**config.mk**
```make
export PLATFORM = sky130hd
export DESIGN_NAME = port_sel_scheduler
export DESIGN_NICKNAME = d
export VERILOG_FILES = /design/src/rtl/port_sched_pkg.sv /design/src/rtl/port_sel_scheduler_rr_pick.sv /design/src/rtl/port_sel_scheduler.sv
export SDC_FILE = /design/constraint.sdc
export NUM_CORES = 1
export LEC_CHECK = 0
export CAP_MARGIN = 10
export CORE_ASPECT_RATIO = 2
export CORE_MARGIN = 2
export CORE_UTILIZATION = 35
export CTS_CLUSTER_SIZE = 8
export DETAILED_ROUTE_END_ITERATION = 10
export MAX_ROUTING_LAYER = met4
export PLACE_DENSITY = 0.53
export SYNTH_ARGS = -nofsm -noshare
export SYNTH_HDL_FRONTEND = slang
export SYNTH_SLANG_ARGS = --single-unit
```
**constraint.sdc**
```tcl
create_clock -name clk -period 6.2 [get_ports clk]
set_input_delay 1.24 -clock clk [delete_from_list [all_inputs] [get_ports clk]]
set_output_delay 1.24 -clock clk [all_outputs]
set_load 0.005 [all_outputs]
```
**src/rtl/port_sched_pkg.sv**
```systemverilog
// Shared types and constants for the port select scheduler.
package port_sched_pkg;

  typedef enum logic [0:0] {
    ST_IDLE  = 1'b0,
    ST_BURST = 1'b1
  } sched_state_e;

  localparam int NUM_PORTS_DEF = 10;
  localparam int SEL_WIDTH_DEF = 4;
  localparam int BURST_LEN_DEF = 4;

  // Out-of-range select code; the downstream mux drives zero for it.
  localparam logic [SEL_WIDTH_DEF-1:0] IDLE_SEL = {SEL_WIDTH_DEF{1'b1}};

  // Next port index in round-robin order, wrapping n-1 back to 0.
  function automatic int rr_wrap(input int idx, input int n);
    int nxt;
    nxt = idx + 32'sd1;
    if (nxt >= n) begin
      nxt = 32'sd0;
    end else begin
      nxt = nxt;
    end
    return nxt;
  endfunction

endpackage

```
**src/rtl/port_sel_scheduler_rr_pick.sv**
```systemverilog
// Round-robin picker: first requesting port at or after ptr, wrapping.
module rr_pick
  import port_sched_pkg::*;
#(
  parameter int NUM_PORTS = NUM_PORTS_DEF,
  parameter int SEL_WIDTH = SEL_WIDTH_DEF
) (
  input  logic [NUM_PORTS-1:0] req,
  input  logic [SEL_WIDTH-1:0] ptr,
  output logic                 found,
  output logic [SEL_WIDTH-1:0] index
);

  logic [NUM_PORTS-1:0] rot_s;

  // Rotate requests so bit k is port (ptr+k) mod NUM_PORTS, then take the lowest set bit.
  always_comb begin
    int sum;
    rot_s = NUM_PORTS'({req, req} >> ptr);
    found = 1'b0;
    index = {SEL_WIDTH{1'b0}};
    sum   = 32'sd0;
    for (int k = 0; k < NUM_PORTS; k++) begin
      if (!found && rot_s[k]) begin
        found = 1'b1;
        sum   = int'(ptr) + k;
        if (sum >= NUM_PORTS) begin
          sum = sum - NUM_PORTS;
        end else begin
          sum = sum;
        end
        index = SEL_WIDTH'(sum);
      end else begin
        found = found;
      end
    end
  end

endmodule

```
**src/rtl/port_sel_scheduler.sv**
```systemverilog
// Burst-oriented round-robin scheduler driving a registered mux select.
module port_sel_scheduler
  import port_sched_pkg::*;
#(
  parameter int NUM_PORTS = NUM_PORTS_DEF,
  parameter int SEL_WIDTH = SEL_WIDTH_DEF,
  parameter int BURST_LEN = BURST_LEN_DEF
) (
  input  logic                 clk,
  input  logic                 rst,
  input  logic [NUM_PORTS-1:0] req,
  input  logic                 ready,
  output logic [SEL_WIDTH-1:0] sel,
  output logic                 sel_valid,
  output logic [NUM_PORTS-1:0] grant,
  output logic                 burst_done
);

  localparam int CNT_W = $clog2(BURST_LEN + 1);
  localparam logic [SEL_WIDTH-1:0] SEL_IDLE = {SEL_WIDTH{1'b1}};
  localparam logic [CNT_W-1:0]     CNT_LAST = CNT_W'(BURST_LEN - 1);

  sched_state_e         state_r, state_nxt_s;
  logic [SEL_WIDTH-1:0] sel_r, sel_nxt_s;
  logic [NUM_PORTS-1:0] grant_r, grant_nxt_s;
  logic                 sel_valid_r, sel_valid_nxt_s;
  logic                 burst_done_r, burst_done_nxt_s;
  logic [CNT_W-1:0]     beat_cnt_r, beat_cnt_nxt_s;
  logic [SEL_WIDTH-1:0] ptr_r, ptr_nxt_s;

  logic                 req_sel_s, beat_s, burst_end_s;
  logic [SEL_WIDTH-1:0] pick_ptr_s, pick_idx_s;
  logic                 found_s;

  rr_pick #(
    .NUM_PORTS (NUM_PORTS),
    .SEL_WIDTH (SEL_WIDTH)
  ) u_rr_pick (
    .req   (req),
    .ptr   (pick_ptr_s),
    .found (found_s),
    .index (pick_idx_s)
  );

  // State and output registers; reset forces the idle picture at once.
  always_ff @(posedge clk or posedge rst) begin
    if (rst) begin
      state_r      <= ST_IDLE;
      sel_r        <= SEL_IDLE;
      grant_r      <= {NUM_PORTS{1'b0}};
      sel_valid_r  <= 1'b0;
      burst_done_r <= 1'b0;
      beat_cnt_r   <= {CNT_W{1'b0}};
      ptr_r        <= {SEL_WIDTH{1'b0}};
    end else begin
      state_r      <= state_nxt_s;
      sel_r        <= sel_nxt_s;
      grant_r      <= grant_nxt_s;
      sel_valid_r  <= sel_valid_nxt_s;
      burst_done_r <= burst_done_nxt_s;
      beat_cnt_r   <= beat_cnt_nxt_s;
      ptr_r        <= ptr_nxt_s;
    end
  end

  // Beat and burst-end detection; at burst end the picker already sees the advanced pointer.
  always_comb begin
    req_sel_s = |(req & grant_r);
    if (state_r == ST_BURST) begin
      beat_s      = ready & req_sel_s;
      burst_end_s = !req_sel_s || (beat_s && (beat_cnt_r == CNT_LAST));
    end else begin
      beat_s      = 1'b0;
      burst_end_s = 1'b0;
    end
    if (burst_end_s) begin
      pick_ptr_s = SEL_WIDTH'(rr_wrap(int'(sel_r), NUM_PORTS));
    end else begin
      pick_ptr_s = ptr_r;
    end
  end

  // Next-state logic.
  always_comb begin
    state_nxt_s = state_r;
    case (state_r)
      ST_IDLE:  state_nxt_s = found_s ? ST_BURST : ST_IDLE;
      ST_BURST: state_nxt_s = (burst_end_s && !found_s) ? ST_IDLE : ST_BURST;
      default:  state_nxt_s = ST_IDLE;
    endcase
  end

  // Next values of the registered outputs, counter and pointer.
  always_comb begin
    sel_nxt_s        = sel_r;
    grant_nxt_s      = grant_r;
    sel_valid_nxt_s  = sel_valid_r;
    beat_cnt_nxt_s   = beat_cnt_r;
    ptr_nxt_s        = ptr_r;
    burst_done_nxt_s = burst_end_s;
    case (state_r)
      ST_IDLE, ST_BURST: begin
        if ((state_r == ST_IDLE) || burst_end_s) begin
          ptr_nxt_s = pick_ptr_s;
          if (found_s) begin
            sel_nxt_s       = pick_idx_s;
            grant_nxt_s     = {{(NUM_PORTS-1){1'b0}}, 1'b1} << pick_idx_s;
            sel_valid_nxt_s = 1'b1;
            beat_cnt_nxt_s  = {CNT_W{1'b0}};
          end else begin
            sel_nxt_s       = SEL_IDLE;
            grant_nxt_s     = {NUM_PORTS{1'b0}};
            sel_valid_nxt_s = 1'b0;
            beat_cnt_nxt_s  = {CNT_W{1'b0}};
          end
        end else if (beat_s) begin
          beat_cnt_nxt_s = beat_cnt_r + CNT_W'(1);
        end else begin
          beat_cnt_nxt_s = beat_cnt_r;
        end
      end
      default: begin
        sel_nxt_s       = SEL_IDLE;
        grant_nxt_s     = {NUM_PORTS{1'b0}};
        sel_valid_nxt_s = 1'b0;
        beat_cnt_nxt_s  = {CNT_W{1'b0}};
        ptr_nxt_s       = {SEL_WIDTH{1'b0}};
      end
    endcase
  end

  assign sel        = sel_r;
  assign sel_valid  = sel_valid_r;
  assign grant      = grant_r;
  assign burst_done = burst_done_r;

endmodule

```
==> impl_metrics.csv, run 1 <==
group,metric,value,unit
outcome,status,"finished clean",
worst_setup_path,end_kind,"register",
placement,place_congestion,0.966,
logic_synthesis,yosys-top-cells-area,"dfrtp_1 12%, ha_1 7.8%, mux2i_1 4.7%",
cts,clk_path_buf_depth,2,
sta,period_share,96.6,%
worst_setup_path,arrival,6.14,ns
worst_setup_path,critPathSlowestCell,"a2111oi_0",
floorplanning,start_util,35.6,%
cells_and_area,drive_above_1_share,16.6,%
cts,clk-insertion-delay-late,0.27,ns
floorplanning,dieArea,12400,sq um
drt,vias,4467,
logic_synthesis,seq_area_frac_synth,15.1,%
sta,worst_pin_slew,0.961,ns
logic_synthesis,syn_area_per_cell,7.96,sq um
placement,dpl.hpwl,13900,um
worst_setup_path,critPathLaunch,"req[4]",
drt,postRouteAntennaNets,0,
placement,portBuffers,28,
logic_synthesis,ys.flop_type,"dfrtp_1",
worst_setup_path,start_kind,"input port",
min_path,hp-class,"register to register",
cts,clock_sinks,24,
cells_and_area,nets,589,
worst_setup_path,crit_type,"input port to register",
global_routing,grt_pass1_wl,26500,um
cts,cts_tree,"built",
cells_and_area,mostFrequentLayoutCell,"nand2_1",
worst_setup_path,crit_buf_inv,4,
logic_synthesis,ys.warnings.count,0,
cells_and_area,antenna_cells,0,
min_path,min_from,"beat_cnt_r[2]$_DFFE_PP0P_",
sta,timing_max_transition_violations_final,0,
cells_and_area,final_cell_mix,"47 x nand2_1, 38 x buf_4, 32 x nor2_1, 31 x a21oi_1, 28 x clkdlybuf4s50_1",
logic_synthesis,async_reset_ff_share,100,%
global_routing,antenna_found_initial,0,
drt,wl_per_cell,25.2,um
cells_and_area,areaGrowthSynthToFinish,19.3,%
worst_setup_path,worstPathCellList,"clkdlybuf4s50_1 > a22oi_1 > nand3_2 > o21a_4 > inv_4 > buf_4 > mux2i_4 > inv_2 > ha_1 > nor2b_1 > a2111oi_0 > a211oi_1 > xnor2_1 > nand2_1 > o2111ai_1 > o2111ai_1 > and3_1 > o41ai_1",
drt,drcViolationCount,0,
sta,max_freq,167,MHz
floorplanning,core_area,11300,sq um
drt,first_iter_violations,295,
floorplanning,ios,29,
run,drv_cap,0,
logic_synthesis,yosys.cell_types.count,90,
logic_synthesis,synth_area,4020,sq um
logic_synthesis,synth_cells,505,
drt,drt_wl_total,17400,um
worst_setup_path,worstPathRequired,6.35,ns
sta,max_slew_margin,35.8,%
logic_synthesis,syn_nets,544,
worst_setup_path,cp_top_family,"compound AO/OA/AOI/OAI gates",
worst_setup_path,worst-path-max-fanout,17,
logic_synthesis,synth-seq-cells,24,
sta,setup_viol,0,
placement,dp.cells,686,
worst_setup_path,rr_startpoint,"sel[1]$_DFFE_PP1P_",
global_routing,grt_pass1_vias,4530,
floorplanning,fp.dieH,156,um
floorplanning,die_w,79.8,um
sta,rsz0062_at_grt,"false",
drt,dr.pass1.iters,7,
cts,cts-buffers-inserted,3,
drt,via_per_inst,6.46,
sta,hold_violations,0,
cells_and_area,stdcell_count,691,
cts,clk_pin_slew,0.06,ns
sta,min_period,5.99,ns
sta,clock_skew,0.00139,ns
worst_setup_path,cp_slowest_stage_delay,0.53,ns
global_routing,overflow,0,
cts,cts-htree-levels,1,
logic_synthesis,synth_edf_count,0,
floorplanning,row_count,55,
logic_synthesis,synth.largest_area_cell,"dfrtp_1",
global_routing,grt_max_degree,35,
worst_setup_path,timing.critical_path.mode_cell,"o2111ai_1",
cts,cts_root_buffer,"clkbuf_16",
global_routing,track_usage,29.4,%
logic_synthesis,yosys.area.top_type_share,12.4,%
[flip-flops by register name, summed over array words and instances, names as in the netlist]
register    count
sel_valid       1
burst_done      1
grant          10
beat_cnt_r      3
sel             4
ptr_r           4
state_r         1
[worst paths after layout]
check                                                 end  slack [ns]  cells past startpoint
worst max-delay path                 grant[7]$_DFFE_PP0P_        0.21                     18
worst min-delay path            beat_cnt_r[2]$_DFFE_PP0P_        0.48                      2
worst max register to register       grant[7]$_DFFE_PP0P_        1.05                     15
worst min register to register  beat_cnt_r[2]$_DFFE_PP0P_        0.48                      2
max in group asynchronous       beat_cnt_r[1]$_DFFE_PP0P_        4.12                      2
min in group asynchronous            grant[1]$_DFFE_PP0P_        1.49                      2
[final cells by class]
type / instances / area (sq um)
clock buffers: 3 / 75.1
clock inverters: 1 / 30.0
fillers: 1194 / 6490
inverters: 29 / 111
multi-input cells: 424 / 3200
flip-flops and latches: 24 / 606
well taps: 142 / 178
repair buffers: 68 / 592
[kinds of logic (layout without fill, tap and decap cells)]
kind of cell               after synthesis  count (layout)  synth area share [%]
adders and majority gates               26              26                  8.28
and+or+nand+nor                        159             159                  20.7
DFF                                     24              24                  15.1
AOI/OAI and AO/OA                      200             200                  39.0
xor gates and xnor gates                12              12                  2.61
muxes                                   27              27                  7.91
buffers and inverters                   57             101                  6.44
[repair_timing]
action / in CTS / in global routing
setup buffers: 0 / 1
hold buffers: 0 / 0
gates resized for setup: 0 / 11
endpoints found under the setup margin: 0 / 10
endpoints found under the hold margin: 0 / 0
[through the flow]
step / TNS, ns / utilization, % / setup WS, ns / area, sq um / hold slack, ns
detailed placement: -0.0612 / 41.1 / -0.0510 / 4640 / 0.479
global route: 0 / 42.5 / 0.00337 / 4800 / 0.524
floorplan: 0 / - / 0.504 / 4020 / 0.450
finish: 0 / 42.5 / 0.211 / 4800 / 0.483
CTS: 0 / 42.0 / 0.180 / 4740 / 0.494
global placement: 0 / 41.1 / 0.0473 / 4640 / 0.465
[per-layer routing]
layer  wire length, um  GRT usage (%)
met1              5790           27.3
met2              9400           53.8
met5                 0              -
met3               495           1.50
met4              1690           23.7
[synth_stat cells (all sizes together), types with 5 or more instances]
cell type	instances
a21oi	33
o21a	5
dfrtp	20
inv	28
clkbuf	11
mux2i	20
o211ai	12
and2	5
buf	17
a22oi	13
mux2	5
nand2	47
ha	25
nand2b	7
a2111oi	16
nor4	9
o31ai	11
nand3	15
a21o	7
or3	5
o21ai	28
o311ai	5
nor3	10
nor2	33
o211a	7
a211oi	17
xnor2	12
nor2b	6
[worst min-delay path, stage by stage (launching register included)]
cell	delay [ns]
dfrtp_1	0.34
nand2_1	0.05
o21ai_0	0.06
Power of run 1 is left out: the tool's default activity adds up to more than one toggle a clock period on the data nets, which glitch-free logic cannot reach.
==> run 2, diff against run 1 <==
--- a/config.mk
+++ b/config.mk
@@ -13,6 +13,7 @@
 export DETAILED_ROUTE_END_ITERATION = 10
 export MAX_ROUTING_LAYER = met4
 export PLACE_DENSITY = 0.53
+export SETUP_SLACK_MARGIN = 0.02
 export SYNTH_ARGS = -nofsm -noshare
 export SYNTH_HDL_FRONTEND = slang
 export SYNTH_SLANG_ARGS = --single-unit
==> run 2 against run 1 <==
Effect of this change: hold slack about the same; fmax is 0.46% higher; sequential share of layout area is 0.075 points lower; clock skew is 0.00053 ns higher; first-iteration DRC count up 11%; die area did not move; cell area grew 0.60%; non-clock buffer count grew 1; wire length about the same; utilization increased by 0.25 points; final cell count rose by 0.14%; register-to-register slack got worse by 0.02 ns; largest cell class unchanged; highest routed layer unchanged.
==> impl_metrics.csv, run 2 (synthesis results as in run 1) <==
group,metric,value,unit
outcome,status,"finished clean",
drt,first_iter_violations,327,
global_routing,grt_max_degree,35,
global_routing,grt_pass1_wl,26500,um
worst_setup_path,crit_type,"input port to register",
drt,dr.pass1.iters,7,
cts,cts_tree,"built",
worst_setup_path,start_kind,"input port",
global_routing,grt_pass1_vias,4530,
sta,period_share,96.2,%
worst_setup_path,cp_slowest_stage_delay,0.59,ns
cts,clk_pin_slew,0.06,ns
cts,clk-insertion-delay-late,0.27,ns
cts,clock_sinks,24,
floorplanning,die_w,79.8,um
sta,setup_viol,0,
placement,dp.cells,686,
cells_and_area,regArea,606,sq um
worst_setup_path,worstPathCellList,"clkdlybuf4s50_1 > a22oi_1 > nand3_2 > o21a_4 > inv_4 > buf_4 > a21oi_2 > inv_2 > buf_4 > mux2_1 > mux4_2 > nor4_4 > o2111ai_4 > a211oi_2 > o32ai_2 > or2_1 > o41ai_1",
cts,cts_hold_buf,0,
worst_setup_path,worst-path-max-fanout,26,
sta,clock_skew,0.00192,ns
sta,hold_violations,0,
cells_and_area,drive_above_1_share,16.9,%
global_routing,overflow,0,
worst_setup_path,timing.critical_path.mode_cell,"buf_4",
sta,fin_tns_setup,0,ns
min_path,hp-class,"register to register",
cells_and_area,nets,590,
cells_and_area,largest_reg_flops,10,
global_routing,antenna_found_initial,0,
placement,placed_cell_area,4640,sq um
worst_setup_path,rr_worst_depth,15,
worst_setup_path,arrival,6.11,ns
floorplanning,fp.dieH,156,um
sta,rsz0062_at_grt,"false",
cts,cts-buffers-inserted,3,
sta,max_freq,168,MHz
sta,timing_max_transition_violations_final,0,
sta,max_slew_margin,35.6,%
cells_and_area,final_cell_mix,"47 x nand2_1, 38 x buf_4, 32 x nor2_1, 31 x a21oi_1, 28 x clkdlybuf4s50_1",
floorplanning,core_area,11300,sq um
drt,drcViolationCount,0,
drt,wl_per_cell,25.1,um
cells_and_area,antenna_cells,0,
cells_and_area,fin_area,4820,sq um
floorplanning,start_util,35.6,%
cts,cts-htree-levels,1,
cts,cts_root_buffer,"clkbuf_16",
cells_and_area,stdcell_count,692,
placement,portBuffers,28,
sta,whs,0.483,ns
drt,via_per_inst,6.50,
placement,dpl.hpwl,13900,um
floorplanning,ios,29,
cells_and_area,areaGrowthSynthToFinish,20.0,%
drt,drt_wl_total,17400,um
sta,worst_pin_slew,0.964,ns
floorplanning,dieArea,12400,sq um
drt,postRouteAntennaNets,0,
cells_and_area,nFillCells,1192,
drt,vias,4495,
run,drv_cap,0,
worst_setup_path,end_kind,"register",
cells_and_area,mostFrequentLayoutCell,"nand2_1",
worst_setup_path,critPathSlowestCell,"mux4_2",
global_routing,track_usage,29.4,%
cts,clk_path_buf_depth,2,
worst_setup_path,worstPathRequired,6.35,ns
floorplanning,row_count,55,
placement,place_congestion,0.966,
sta,min_period,5.96,ns
min_path,holdPathStages,2,
cells_and_area,multi_input_comb_area,3210,sq um
run 2: changes by cell type in the layout (fill, tap and decap cells not counted):
cell      delta
a221oi_1     -1
a221oi_2     +1
buf_12       +1
inv_2        -1
inv_4        +1
run 2: area by class of cell:
cell class                 instances  share of cell area (%)
multi-input combinational        424                    66.5
timing repair buffer              69                    12.7
sequential                        24                    12.6
clock buffer                       3                    1.56
clock inverter                     1                   0.622
tap                              142                    3.68
inverter                          29                    2.36
run 2: worst paths after layout:
kind / start / endpoint / slack, ns
setup / recovery: req[4] / grant[7]$_DFFE_PP0P_ / 0.24
hold / removal: beat_cnt_r[2]$_DFFE_PP0P_ / beat_cnt_r[2]$_DFFE_PP0P_ / 0.48
setup reg to reg: sel[1]$_DFFE_PP1P_ / grant[7]$_DFFE_PP0P_ / 1.03
hold reg to reg: beat_cnt_r[2]$_DFFE_PP0P_ / beat_cnt_r[2]$_DFFE_PP0P_ / 0.48
max in group asynchronous: rst / beat_cnt_r[1]$_DFFE_PP0P_ / 4.12
min in group asynchronous: rst / grant[1]$_DFFE_PP0P_ / 1.49
run 2: per-layer routing:
layer | vias up | wire [um] | track usage (%)
li1 | 2063 | - | -
met1 | 2157 | 5790 | 27.3
met2 | 194 | 9380 | 53.8
met3 | 81 | 483 | 1.50
met4 | 0 | 1730 | 23.7
met5 | - | 0 | -
run 2: through the flow:
stage | setup WS (ns) | util, %
2_1_floorplan | 0.504 | -
3_3_place_gp | 0.0473 | 41.1
3_5_place_dp | -0.0510 | 41.1
4_1_cts | 0.180 | 42.0
5_1_grt | 0.0235 | 42.7
6_report | 0.238 | 42.7
run 2: critical path: cells and delay by family:
family          cells  cell delay (ns)
simple gates        3             0.91
compound gates      7             1.79
mux                 2             0.98
buf+inv             5             1.16
run 2: timing repair:
item,4_1_cts,5_1_grt
resized for setup,0,14
setup endpoints to repair,0,10
buffers inserted,0,2
Power of run 2 is left out for the same reason.
==> variant 1 (settings of run 1) <==
Change the package constant `BURST_LEN_DEF` from 4 to 2.
--- a/src/rtl/port_sched_pkg.sv
+++ b/src/rtl/port_sched_pkg.sv
@@ -9,5 +9,5 @@
   localparam int NUM_PORTS_DEF = 10;
   localparam int SEL_WIDTH_DEF = 4;
-  localparam int BURST_LEN_DEF = 4;
+  localparam int BURST_LEN_DEF = 2;
 
   // Out-of-range select code; the downstream mux drives zero for it.
Behaviour: not the same (a bounded check fails within 4 cycles, from zero or initial values and one cycle with rst high).
==> variant 1 against run 1 <==
Sequential cell count fell by 1. Wire length about the same. Register-to-register slack about the same. Synthesized area fell by 2.0%. Design area fell by 0.94%. Setup slack improved by 220 ps.
Power is not shown: default switching activity piles up to over one toggle a cycle in this logic, so the estimate is an artifact.
==> variant 1: results (changes against run 1) <==
GP Congestion=0.997 (+3.2%); pin count of the biggest net entering global routing=33 (-5.7%); R2R Path End=sel[1]$_DFFE_PP1P_; layout cells sized above 1=0.147 (-0.0189); GR Util All Layers=0.300 (+0.00667); synth top area cells=dfrtp_1 (12%), ha_1 (7.6%), nand2_1 (5.4%); Syn Nets=560 (+2.9%); Longest Clk Path Bufs=2 (unchanged); ys flop type=dfrtp_1; worst-margin pin slew=992 ps (+31.0 ps); clk_skew=3.97 ps (+2.58 ps); Hold Path Class=reg -> reg; H-Tree Depth=1 (unchanged); Critical Path Fanout Max=11 (-6); worst path arrival time=5950 ps (-190 ps); CP endpoint=grant[9]$_DFFE_PP0P_; Detailed Routing Iterations Pass 1=5 (-2); vias in the first global route=4685 (+3.4%); initial DRC count=259 (-12%); Post-synth ARST share=1.00 (unchanged); synth unique cells=78 (-13%); vias after detailed routing=4566 (+2.2%); Avg WL per Cell=24.4 um (-2.9%); Fillers=1187 (-0.59%); first-pass GRT wire length=27000 um (+1.9%); start point of the critical path=req[8]; Total Nets Final=611 (+3.7%); commonest cells in the netlist=nand2_1 (57), a21oi_1 (38), nor2_1 (28); Worst R2R Path Depth=20 (+5); Seq/Total Area, Yosys=0.147 (-0.00324); DP HPWL=14000 um (+0.44%); status=finished, final reports clean
==> variant 1: timing repair <==
| item | in CTS | in global routing |
|---|---|---|
| hold endpoints to repair | 0 | 0 |
| endpoints found under the setup margin | 0 | 11 |
| setup buffers | 0 | 0 |
| gates resized for setup | 0 | 1 |
==> variant 1: critical path, stage by stage <==
cell             delay, ps
clkdlybuf4s50_1        620
a22oi_1                150
and3_1                 210
a21oi_4                200
inv_4                  100
a21oi_1                210
inv_2                  190
buf_4                  200
a21oi_2                380
o2bb2ai_1              180
nor4_1                 480
nand2b_1               130
or3_1                  380
buf_4                  190
or4_1                  540
o21a_2                 200
o41ai_2                330
==> variant 1: kinds of logic after synthesis <==
kind of cell | count (synthesis) | share of synthesized area
adders and majority gates | 25 | 0.0813
AOI/OAI and AO/OA | 216 | 0.403
xor gates and xnor gates | 20 | 0.0445
DFF | 23 | 0.147
muxes | 17 | 0.0473
buffers and inverters | 56 | 0.0607
and+or+nand+nor | 165 | 0.215
==> variant 1: how the worst min path moves through the flow <==
| stage | cells after the start | end | slack (ps) | startpoint |
|---|---|---|---|---|
| global placement | 2 | beat_cnt_r[1]$_DFFE_PP0P_ | 470 | beat_cnt_r[1]$_DFFE_PP0P_ |
| global route | 2 | beat_cnt_r[1]$_DFFE_PP0P_ | 540 | beat_cnt_r[1]$_DFFE_PP0P_ |
| CTS | 2 | beat_cnt_r[1]$_DFFE_PP0P_ | 490 | beat_cnt_r[1]$_DFFE_PP0P_ |
| finish | 2 | beat_cnt_r[1]$_DFFE_PP0P_ | 480 | beat_cnt_r[1]$_DFFE_PP0P_ |
| floorplan | 2 | beat_cnt_r[1]$_DFFE_PP0P_ | 450 | beat_cnt_r[1]$_DFFE_PP0P_ |
| detailed placement | 2 | beat_cnt_r[1]$_DFFE_PP0P_ | 470 | beat_cnt_r[1]$_DFFE_PP0P_ |
==> variant 1: routing by layer <==
metal	vias up	wire, um	global-route usage
li1	2117	-	-
met1	2179	5830	0.280
met2	170	9200	0.531
met3	100	526	0.0270
met4	0	1840	0.259
met5	-	0	-
==> variant 1: per-stage QoR <==
stage	util	setup slack, ps	instances	cell area, sq um	hold WS, ps
after CTS	0.433	318	712	4740	487
after detailed placement	0.426	12.2	708	4660	472
after global placement	0.426	45.5	708	4660	465
after floorplan	-	614	522	3940	450
after global routing	0.434	63.7	712	4750	536
final	0.434	426	712	4750	484
==> variant 1: cell type report <==
type                            instances  area share
Clock buffer                            3      0.0158
Clock inverter                          1     0.00105
Inverter                               24      0.0195
Multi-Input combinational cell        443       0.659
Sequential cell                        23       0.122
Tap cell                              140      0.0369
Timing Repair Buffer                   78       0.146
==> variant 2 (flow settings as in run 1) <==
Made on the original files. Make the reset (`rst`) synchronous in one clocked block.
--- a/src/rtl/port_sel_scheduler.sv
+++ b/src/rtl/port_sel_scheduler.sv
@@ -44,5 +44,5 @@
 
   // State and output registers; reset forces the idle picture at once.
-  always_ff @(posedge clk or posedge rst) begin
+  always_ff @(posedge clk) begin
     if (rst) begin
       state_r      <= ST_IDLE;
Behaviour: differs if rst is asserted again (counterexample within 4 cycles, from zero or initial values and one cycle with rst high); with rst held inactive, the same outputs for 4 cycles.
==> variant 2 against run 1 <==
First-iteration DRC count increased by 40%. Design area rose by 1.6%. Highest routed layer unchanged. Wire length increased by 9.6%. Sequential cell count did not move. Count of clock-buffer cells in the layout stayed put. Register-to-register slack better by 90 ps. Synthesized area rose by 3.7%. Critical endpoint is now grant[1]$_SDFFE_PP0P_. Setup slack improved by 13 ps. Sequential share of layout area is 2.8 points lower.
Power is left out: the tool's default activity adds up to more than one toggle a clock period on the data nets, which glitch-free logic cannot reach.
==> variant 2: results (changes against run 1) <==
Critical Path Fanout Max=27 (+10); synth top area cells=dfxtp_1 (12%), ha_1 (7.5%), nand2_1 (5.3%); compound-cell area share of the yosys netlist=0.408 (+0.0175); first-pass GRT wire length=29200 um (+10%); routed wl met2=9990 um (+6.2%); worst path arrival time=6180 ps (+40 ps); Post-synth ARST share=0 (-1.00); hold_sp=sel_valid$_SDFFE_PP0P_; Hold Path Class=reg -> reg; Signal inverters=28 (-3.4%); DP Area=0.00476 sq mm (+2.6%); multi-input combinational area share=0.702 (+0.0334); Total Nets Final=632 (+7.3%); Buffers excl. clock=66 (-2.9%); Fillers=1211 (+1.4%); worst hold endpoint=sel_valid$_SDFFE_PP0P_; layout cells sized above 1=0.159 (-0.00697); Clock buf/inv share=0.0216 (-0.000338); Syn Nets=593 (+9.0%); dpl cells=733 (+6.9%); Max stage delay cell, worst path=nor3_1; mux share of post-synthesis cell area=0.0483 (-0.0307); Storage cell area=480 sq um (-21%); period utilisation layout=0.964 (-0.00202); vias in the first global route=4876 (+7.6%); DP HPWL=15300 um (+9.7%); ys flop type=dfxtp_1; RR Startpoint=sel[1]$_SDFFE_PP1P_; comb_multi_in=470 (+11%); clk_skew=3.40 ps (+2.02 ps); status=finished, final reports clean; worst-margin pin slew=878 ps (-82.8 ps); synth unique cells=99 (+10%); pin count of the biggest net entering global routing=39 (+11%); Detailed Routing Iterations Pass 1=5 (-2); M1 WL=6160 um (+6.4%); R2R Path End=grant[1]$_SDFFE_PP0P_; Die ar.=0.0129 sq mm (+3.6%); post-synthesis xor/xnor area fraction=0.0315 (+0.00536); Synth Area in Adders=0.0798 (-0.00298); DR WL met3=703 um (+42%); buffering overhead=0.119 (-0.00473); pre-CTS WS=20.2 ps (+71.2 ps); GP Congestion=1.04 (+8.0%); post-synthesis cell count=554 (+9.7%); reg2reg setup slack=1140 ps (+90 ps); Seq/Total Area, Yosys=0.115 (-0.0354); final hold slack=449 ps (-34.2 ps); fin cells=737 (+6.7%); Worst R2R Path Depth=16 (+1); Total Routed Length=19000 um (+9.6%); initial DRC count=412 (+40%)
## variant 2: cell count changes after synthesis, sizes merged, moves of 10 or more
cell | run 1 | this run
a2111oi | 16 | 6
dfrtp | 20 | 0
nor3 | 10 | 20
nand2 | 47 | 59
dfxtp | 0 | 24
o2111ai | 3 | 14
## variant 2: how the worst max path moves through the flow
stage                                       end  depth (start not counted)  startpoint
after global routing      grant[3]$_SDFFE_PP0P_                         17      req[2]
after detailed placement  grant[1]$_SDFFE_PP0P_                         17      req[2]
final                     grant[1]$_SDFFE_PP0P_                         17      req[2]
after floorplan           grant[1]$_SDFFE_PP0P_                         23      req[9]
after global placement    grant[3]$_SDFFE_PP0P_                         17      req[2]
after CTS                 grant[1]$_SDFFE_PP0P_                         17      req[2]
## variant 2: per-layer routing
metal / vias to the layer above / track usage
li1: 2206 / -
met1: 2291 / 0.285
met2: 193 / 0.569
met3: 111 / 0.0329
met4: 0 / 0.294
met5: - / -
